[config.mk]
export PLATFORM = sky130hd
export DESIGN_NAME = simple_bus_arbiter
export DESIGN_NICKNAME = d
export VERILOG_FILES = /design/src/rtl/simple_bus_arbiter.sv
export SDC_FILE = /design/constraint.sdc
export NUM_CORES = 1
export LEC_CHECK = 0
export BUFFER_PORTS_ARGS = -buffer_cell sky130_fd_sc_hd__buf_2
export CORE_MARGIN = 8
export CORE_UTILIZATION = 44
export CTS_BUF_LIST = sky130_fd_sc_hd__clkbuf_8
export CTS_CLUSTER_DIAMETER = 40
export DETAILED_ROUTE_END_ITERATION = 8
export HOLD_SLACK_MARGIN = 0.06
export MAX_ROUTING_LAYER = met4
export PLACE_DENSITY_LB_ADDON = 0.08
export SLEW_MARGIN = 40
export SYNTH_ARGS = -nofsm -noshare
export SYNTH_HDL_FRONTEND = slang
export SYNTH_SLANG_ARGS = --single-unit
[constraint.sdc]
create_clock -name clk -period 1.6 [get_ports clk]
set_clock_uncertainty 0.15 [all_clocks]
set_input_delay 0.32 -clock clk [delete_from_list [all_inputs] [get_ports clk]]
set_output_delay 0.32 -clock clk [all_outputs]
set_load 0.01 [all_outputs]
[src/rtl/simple_bus_arbiter.sv]
// simple_bus_arbiter
//   Round-robin arbiter sharing one simple_bus segment between NUM_REQ
//   requesters. Issues a registered one-hot grant, forwards the owner's `a`
//   bit onto the shared bus with one cycle of latency, and inserts a single
//   idle cycle (RELEASE) between consecutive owners.
//
//   Optional feature: define SIMPLE_BUS_ARB_TIMEOUT_EN to compile in the hold
//   counter, the forced-revoke transition after MAX_HOLD grant cycles while
//   another requester is waiting, and the revoke_cnt port.
//
// Ports
//   clk        : clock, rising edge
//   rst        : asynchronous active-high reset
//   req        : per-requester request level
//   done       : per-requester release pulse (owner's bit only)
//   req_a      : per-requester value for bus signal a (owner's bit only)
//   gnt        : registered one-hot grant, zero when no owner
//   gnt_id     : index of the current owner, holds last owner when idle
//   busy       : high while a grant is active
//   bus_a      : registered owner req_a, zero when no owner
//   revoke_cnt : saturating count of forced revokes (timeout build only)

module simple_bus_arbiter #(
    parameter int NUM_REQ  = 4,
    parameter int MAX_HOLD = 16,
    localparam int ID_W    = $clog2(NUM_REQ)
) (
    input  logic               clk,
    input  logic               rst,
    input  logic [NUM_REQ-1:0] req,
    input  logic [NUM_REQ-1:0] done,
    input  logic [NUM_REQ-1:0] req_a,
    output logic [NUM_REQ-1:0] gnt,
    output logic [ID_W-1:0]    gnt_id,
    output logic               busy,
    output logic               bus_a
`ifdef SIMPLE_BUS_ARB_TIMEOUT_EN
    ,
    output logic [7:0]         revoke_cnt
`endif
);

    if (NUM_REQ < 2 || NUM_REQ > 16) begin : g_bad_num_req
        $error("simple_bus_arbiter: NUM_REQ must be in 2..16");
    end
    if (MAX_HOLD < 1 || MAX_HOLD > 255) begin : g_bad_max_hold
        $error("simple_bus_arbiter: MAX_HOLD must be in 1..255");
    end

    localparam int unsigned NREQ_U = NUM_REQ;

    typedef enum logic [1:0] {
        S_IDLE,
        S_GRANT,
        S_RELEASE
    } state_e;

    state_e               state_q, state_d;
    logic [NUM_REQ-1:0]   gnt_q, gnt_d;
    logic [ID_W-1:0]      gnt_id_q, gnt_id_d;
    logic [ID_W-1:0]      last_q, last_d;
    logic                 bus_a_q, bus_a_d;

    logic                 any_req;
    logic                 found;
    logic [ID_W-1:0]      win;
    logic                 owner_rel;

`ifdef SIMPLE_BUS_ARB_TIMEOUT_EN
    localparam logic [7:0] HOLD_LIM = 8'(MAX_HOLD);

    logic [7:0]           hold_q, hold_d;
    logic [7:0]           revoke_q, revoke_d;
    logic                 others_req;

    assign others_req = |(req & ~gnt_q);
`endif

    assign any_req   = |req;
    // Normal end of tenure: owner drops its request or pulses done.
    assign owner_rel = !req[gnt_id_q] || done[gnt_id_q];

    // Round-robin search starting just after the last owner; the previous
    // owner is therefore examined last and wins only if nobody else asks.
    always_comb begin
        int unsigned idx;
        found = 1'b0;
        win   = last_q;
        idx   = 0;
        for (int unsigned k = 1; k <= NREQ_U; k++) begin
            idx = (32'(last_q) + k) % NREQ_U;
            if (!found && req[ID_W'(idx)]) begin
                found = 1'b1;
                win   = ID_W'(idx);
            end
        end
    end

    always_comb begin
        state_d  = state_q;
        gnt_d    = gnt_q;
        gnt_id_d = gnt_id_q;
        last_d   = last_q;
        bus_a_d  = 1'b0;
`ifdef SIMPLE_BUS_ARB_TIMEOUT_EN
        hold_d   = hold_q;
        revoke_d = revoke_q;
`endif
        case (state_q)
            S_IDLE, S_RELEASE: begin
                gnt_d = '0;
                if (any_req && found) begin
                    state_d  = S_GRANT;
                    gnt_id_d = win;
                    last_d   = win;
                    for (int unsigned i = 0; i < NREQ_U; i++) begin
                        gnt_d[i] = (ID_W'(i) == win);
                    end
`ifdef SIMPLE_BUS_ARB_TIMEOUT_EN
                    hold_d = '0;
`endif
                end else begin
                    state_d = S_IDLE;
                end
            end
            S_GRANT: begin
                if (owner_rel) begin
                    state_d = S_RELEASE;
                    gnt_d   = '0;
`ifdef SIMPLE_BUS_ARB_TIMEOUT_EN
                end else if (hold_q == HOLD_LIM && others_req) begin
                    state_d = S_RELEASE;
                    gnt_d   = '0;
                    if (revoke_q != 8'hFF) begin
                        revoke_d = revoke_q + 8'd1;
                    end
`endif
                end else begin
                    // bus_a is the owner's req_a registered here, so it
                    // lags req_a by one cycle and is zero on grant/release edges.
                    bus_a_d = req_a[gnt_id_q];
`ifdef SIMPLE_BUS_ARB_TIMEOUT_EN
                    if (hold_q != HOLD_LIM) begin
                        hold_d = hold_q + 8'd1;
                    end
`endif
                end
            end
            default: begin
                state_d = S_IDLE;
                gnt_d   = '0;
            end
        endcase
    end

    always_ff @(posedge clk or posedge rst) begin
        if (rst) begin
            state_q  <= S_IDLE;
            gnt_q    <= '0;
            gnt_id_q <= '0;
            last_q   <= ID_W'(NUM_REQ - 1);
            bus_a_q  <= 1'b0;
`ifdef SIMPLE_BUS_ARB_TIMEOUT_EN
            hold_q   <= '0;
            revoke_q <= '0;
`endif
        end else begin
            state_q  <= state_d;
            gnt_q    <= gnt_d;
            gnt_id_q <= gnt_id_d;
            last_q   <= last_d;
            bus_a_q  <= bus_a_d;
`ifdef SIMPLE_BUS_ARB_TIMEOUT_EN
            hold_q   <= hold_d;
            revoke_q <= revoke_d;
`endif
        end
    end

    assign gnt    = gnt_q;
    assign gnt_id = gnt_id_q;
    assign busy   = (state_q == S_GRANT);
    assign bus_a  = bus_a_q;
`ifdef SIMPLE_BUS_ARB_TIMEOUT_EN
    assign revoke_cnt = revoke_q;
`endif

endmodule

==> key figures <==
Setup path
  – Max incr delay on CP: 550 ps
  – Worst EP required: 1570 ps
  – Worst flop-to-flop path startpoint: last_q[0]$_DFFE_PP1P_
  – Crit start category: flop
  – CP Max Fanout: 5
  – Arrival time at the worst endpoint: 1570 ps
  – Worst Path Class, Setup: flop to flop
  – Crit. End Element: flop
  – Critical path, cell by cell: and3b_1 > o31ai_4 > nor3_1 > a22o_1
  – Critical Path Source: last_q[0]$_DFFE_PP1P_
  – CP max stage cell: dfstp_2

Synth
  – Syn Nets: 68
  – Synth top area cells: dfrtp_1 38%, dfstp_2 8.9%, mux4_1 4.4%
  – FF+latch count, synth: 11
  – Syn. warnings: 0
  – XOR/XNOR share of the synthesized area: 0
  – Yosys top cell area share: 0.3814
  – Largest area contributor in the netlist: dfrtp_1
  – Ys async rst share: 1.000
  – Count of cell types in the netlist: 29
  – Ys flop type: dfrtp_1
  – Post-synthesis mux area share: 0.06144
  – Syn_area_per_cell: 10.94 sq um
  – Synthesized area: 590.6 sq um
  – Simple-gate share of the synthesized area: 0.1695
  – Adder-Cell Fraction of Synth Area: 0
  – Post-synthesis sequential area ratio: 0.4703
  – Fraction of the mapped netlist area in compound gates: 0.2521
  – Post-synth EDFFs: 0
  – Synthesized instance count: 54
  – Largest family of logic cells by synthesized area: compound AO/OA/AOI/OAI gates

Floorplan
  – Row Count: 13
  – Die area: 0.002770 sq mm
  – Starting Density: 0.4596
  – Chip Width: 52.64 microns
  – Die height: 52.64 microns
  – Core Footprint: 0.001285 sq mm
  – IO Count: 22

Layout
  – # diodes: 0
  – Filler-free cell count of the finished design: 103
  – Layout cells sized above 1: 0.5114
  – Layout Utilization: 0.6650
  – Area growth syn-to-layout: 44.70%
  – Layout net count: 103
  – Fill cells: 110

Detailed routing
  – Drc violations: 0
  – DRT Pass-1 Iters: 3
  – Post-route ant nets: 0
  – Vias: 507
  – Post-DR vias/cell: 4.922
  – Total wire length: 1311 microns
  – DRT iter0 DRCs: 3
  – Wirelength per Cell: 12.73 microns

Clock network
  – Inserted Clock Buffers: 3
  – H-tree depth: 1
  – Largest buffer count on any clock path: 2
  – Root Buffer: clkbuf_8
  – Clock-pin slew on the worst setup and hold paths: 50 ps
  – Clock Latency Late Sink: 230 ps
  – CTS Sinks: 11
  – CTS tree: yes

Run
  – Max Cap Violations: 0

STA
  – Worst setup margin: -0.2585 ps
  – Final Hold Viols: 0
  – Worst Tran Pin Value: 527.7 ps
  – Fin. max-slew vios: 0
  – RSZ-0062 raised after global routing: yes
  – Final min period: 1600 ps
  – Fin Hold WS: 336.5 ps
  – Max frequency: 624.9 MHz
  – Final period util: 1.000
  – Sum of negative setup slack: -0.2585 ps
  – Final setup violation count: 1
  – Relative slew slack: 0.6469

Outcome
  – Failing checks: negative setup slack
  – Outcome: finished with violations

Place
  – DP Worst Slack: -39.45 ps
  – IO buf count: 21
  – Dpl cells: 97
  – Post-DP HPWL: 1048 microns
  – Placer Congestion: 0.7846

Power and ir drop
  – Leakage dissipation: 0.4293 nW
  – Max VDD drop: 0.001112 V
  – Power density cells: 1833 mW/mm^2

Global route
  – Met1 usage: 0.1419
  – Grt ovf: 0
  – Met3 Usage GRT: 0.05398
  – Global routing usage on met2: 0.1304
  – Busiest grt layer: met1
  – Largest net degree at the start of global routing: 12
  – Number of global-route vias before repair: 462
  – Total track usage: 0.1044
  – First-pass GRT wire length: 2118 microns
  – Antenna violations before repair: 0

Min path
  – HP Start: gnt[1]$_DFFE_PP0P_
  – HP Class: flop to flop
==> repair_timing <==
item / 4_1_cts / 5_1_grt
hold endpoints to repair: 9 / 0
gates resized for setup: 2 / 3
gates cloned: 0 / 0
pin swaps: 0 / 4
endpoints found under the setup margin: 3 / 9
hold buffers: 1 / 0
setup buffers: 0 / 1
==> final cells by class <==
cell class	instances	area (sq um)	share of cell area
multi-input combinational	36	306.5	0.3587
clock buffer	3	41.29	0.04832
clock inverter	1	3.754	0.004392
timing repair buffer	31	182.7	0.2138
inverter	6	22.52	0.02635
sequential	11	279.0	0.3265
tap	15	18.77	0.02196
==> synthesized netlist by cell type, types with 2 or more instances <==
cell type	count
nand2_1	3
nand2b_1	2
inv_1	5
dfrtp_1	9
o2bb2ai_1	2
a21oi_1	3
o21a_1	2
dfstp_2	2
nor2_1	6
==> worst max-delay path: cells and delay by family (launching register included) <==
kind	cells	cell delay (ps)
AND/OR/NAND/NOR	2	290
AO/OA/AOI/OAI	2	500
flip-flops	1	550
==> kinds of logic after synthesis <==
family                 after synthesis
DFF                                 11
and+or+nand+nor                     19
muxes                                2
buffers and inverters                7
AOI/OAI and AO/OA                   15
==> flip-flops by register name (all words and copies together) (netlist names) <==
register and flops:
state_q 2, gnt 4, bus_a 1, gnt_id 2
last_q 2
==> path summary, 6_finish.rpt <==
kind,slack [ps],cells past startpoint,to
min in group asynchronous,470,3,gnt[2]$_DFFE_PP0P_
min reg2reg,340,1,gnt[1]$_DFFE_PP0P_
min,340,1,gnt[1]$_DFFE_PP0P_
max reg2reg,-0.3,4,gnt[2]$_DFFE_PP0P_
max in group asynchronous,520,3,last_q[1]$_DFFE_PP1P_
max,-0.3,4,gnt[2]$_DFFE_PP0P_
==> report_power, final <==
group          internal, mW  switching [mW]
logic                 0.396           0.385
clock network         0.167          0.0885
registers             0.433          0.0971
==> layout by cell type, fill, tap and decap left out, drive strengths merged <==
cell,synthesis,layout
buf,1,30
dfrtp,9,9
inv,6,7
nor2,6,6
clkbuf,0,3
nand2,3,3
a21oi,3,3
nand2b,2,2
o2bb2ai,2,2
o21a,2,2
dfstp,2,2
a211oi,2,2
o32a,1,1
nor3b,1,1
a311oi,1,1
o22ai,1,1
mux2i,1,1
nor2b,1,1
and3b,1,1
or3,1,1
o31ai,1,1
nor4,1,1
nor3,1,1
a22o,1,1
or2,1,1
a32o,1,1
mux4,1,1
and2,1,1
dlygate4sd3,0,1
==> per-stage QoR <==
step | total power [mW] | area [sq um]
5_1_grt | 1.699 | 854.6
2_1_floorplan | 0.9825 | 590.6
4_1_cts | 1.553 | 839.6
3_3_place_gp | 1.248 | 769.5
3_5_place_dp | 1.253 | 769.5
6_report | 1.567 | 854.6
==> layer usage <==
metal | part of all wire | vias up
met5 | 0 | -
met4 | 0 | 0
met3 | 0.092 | 0
met2 | 0.42 | 15
met1 | 0.49 | 226
li1 | - | 266
(Power assumes the default switching activity.)
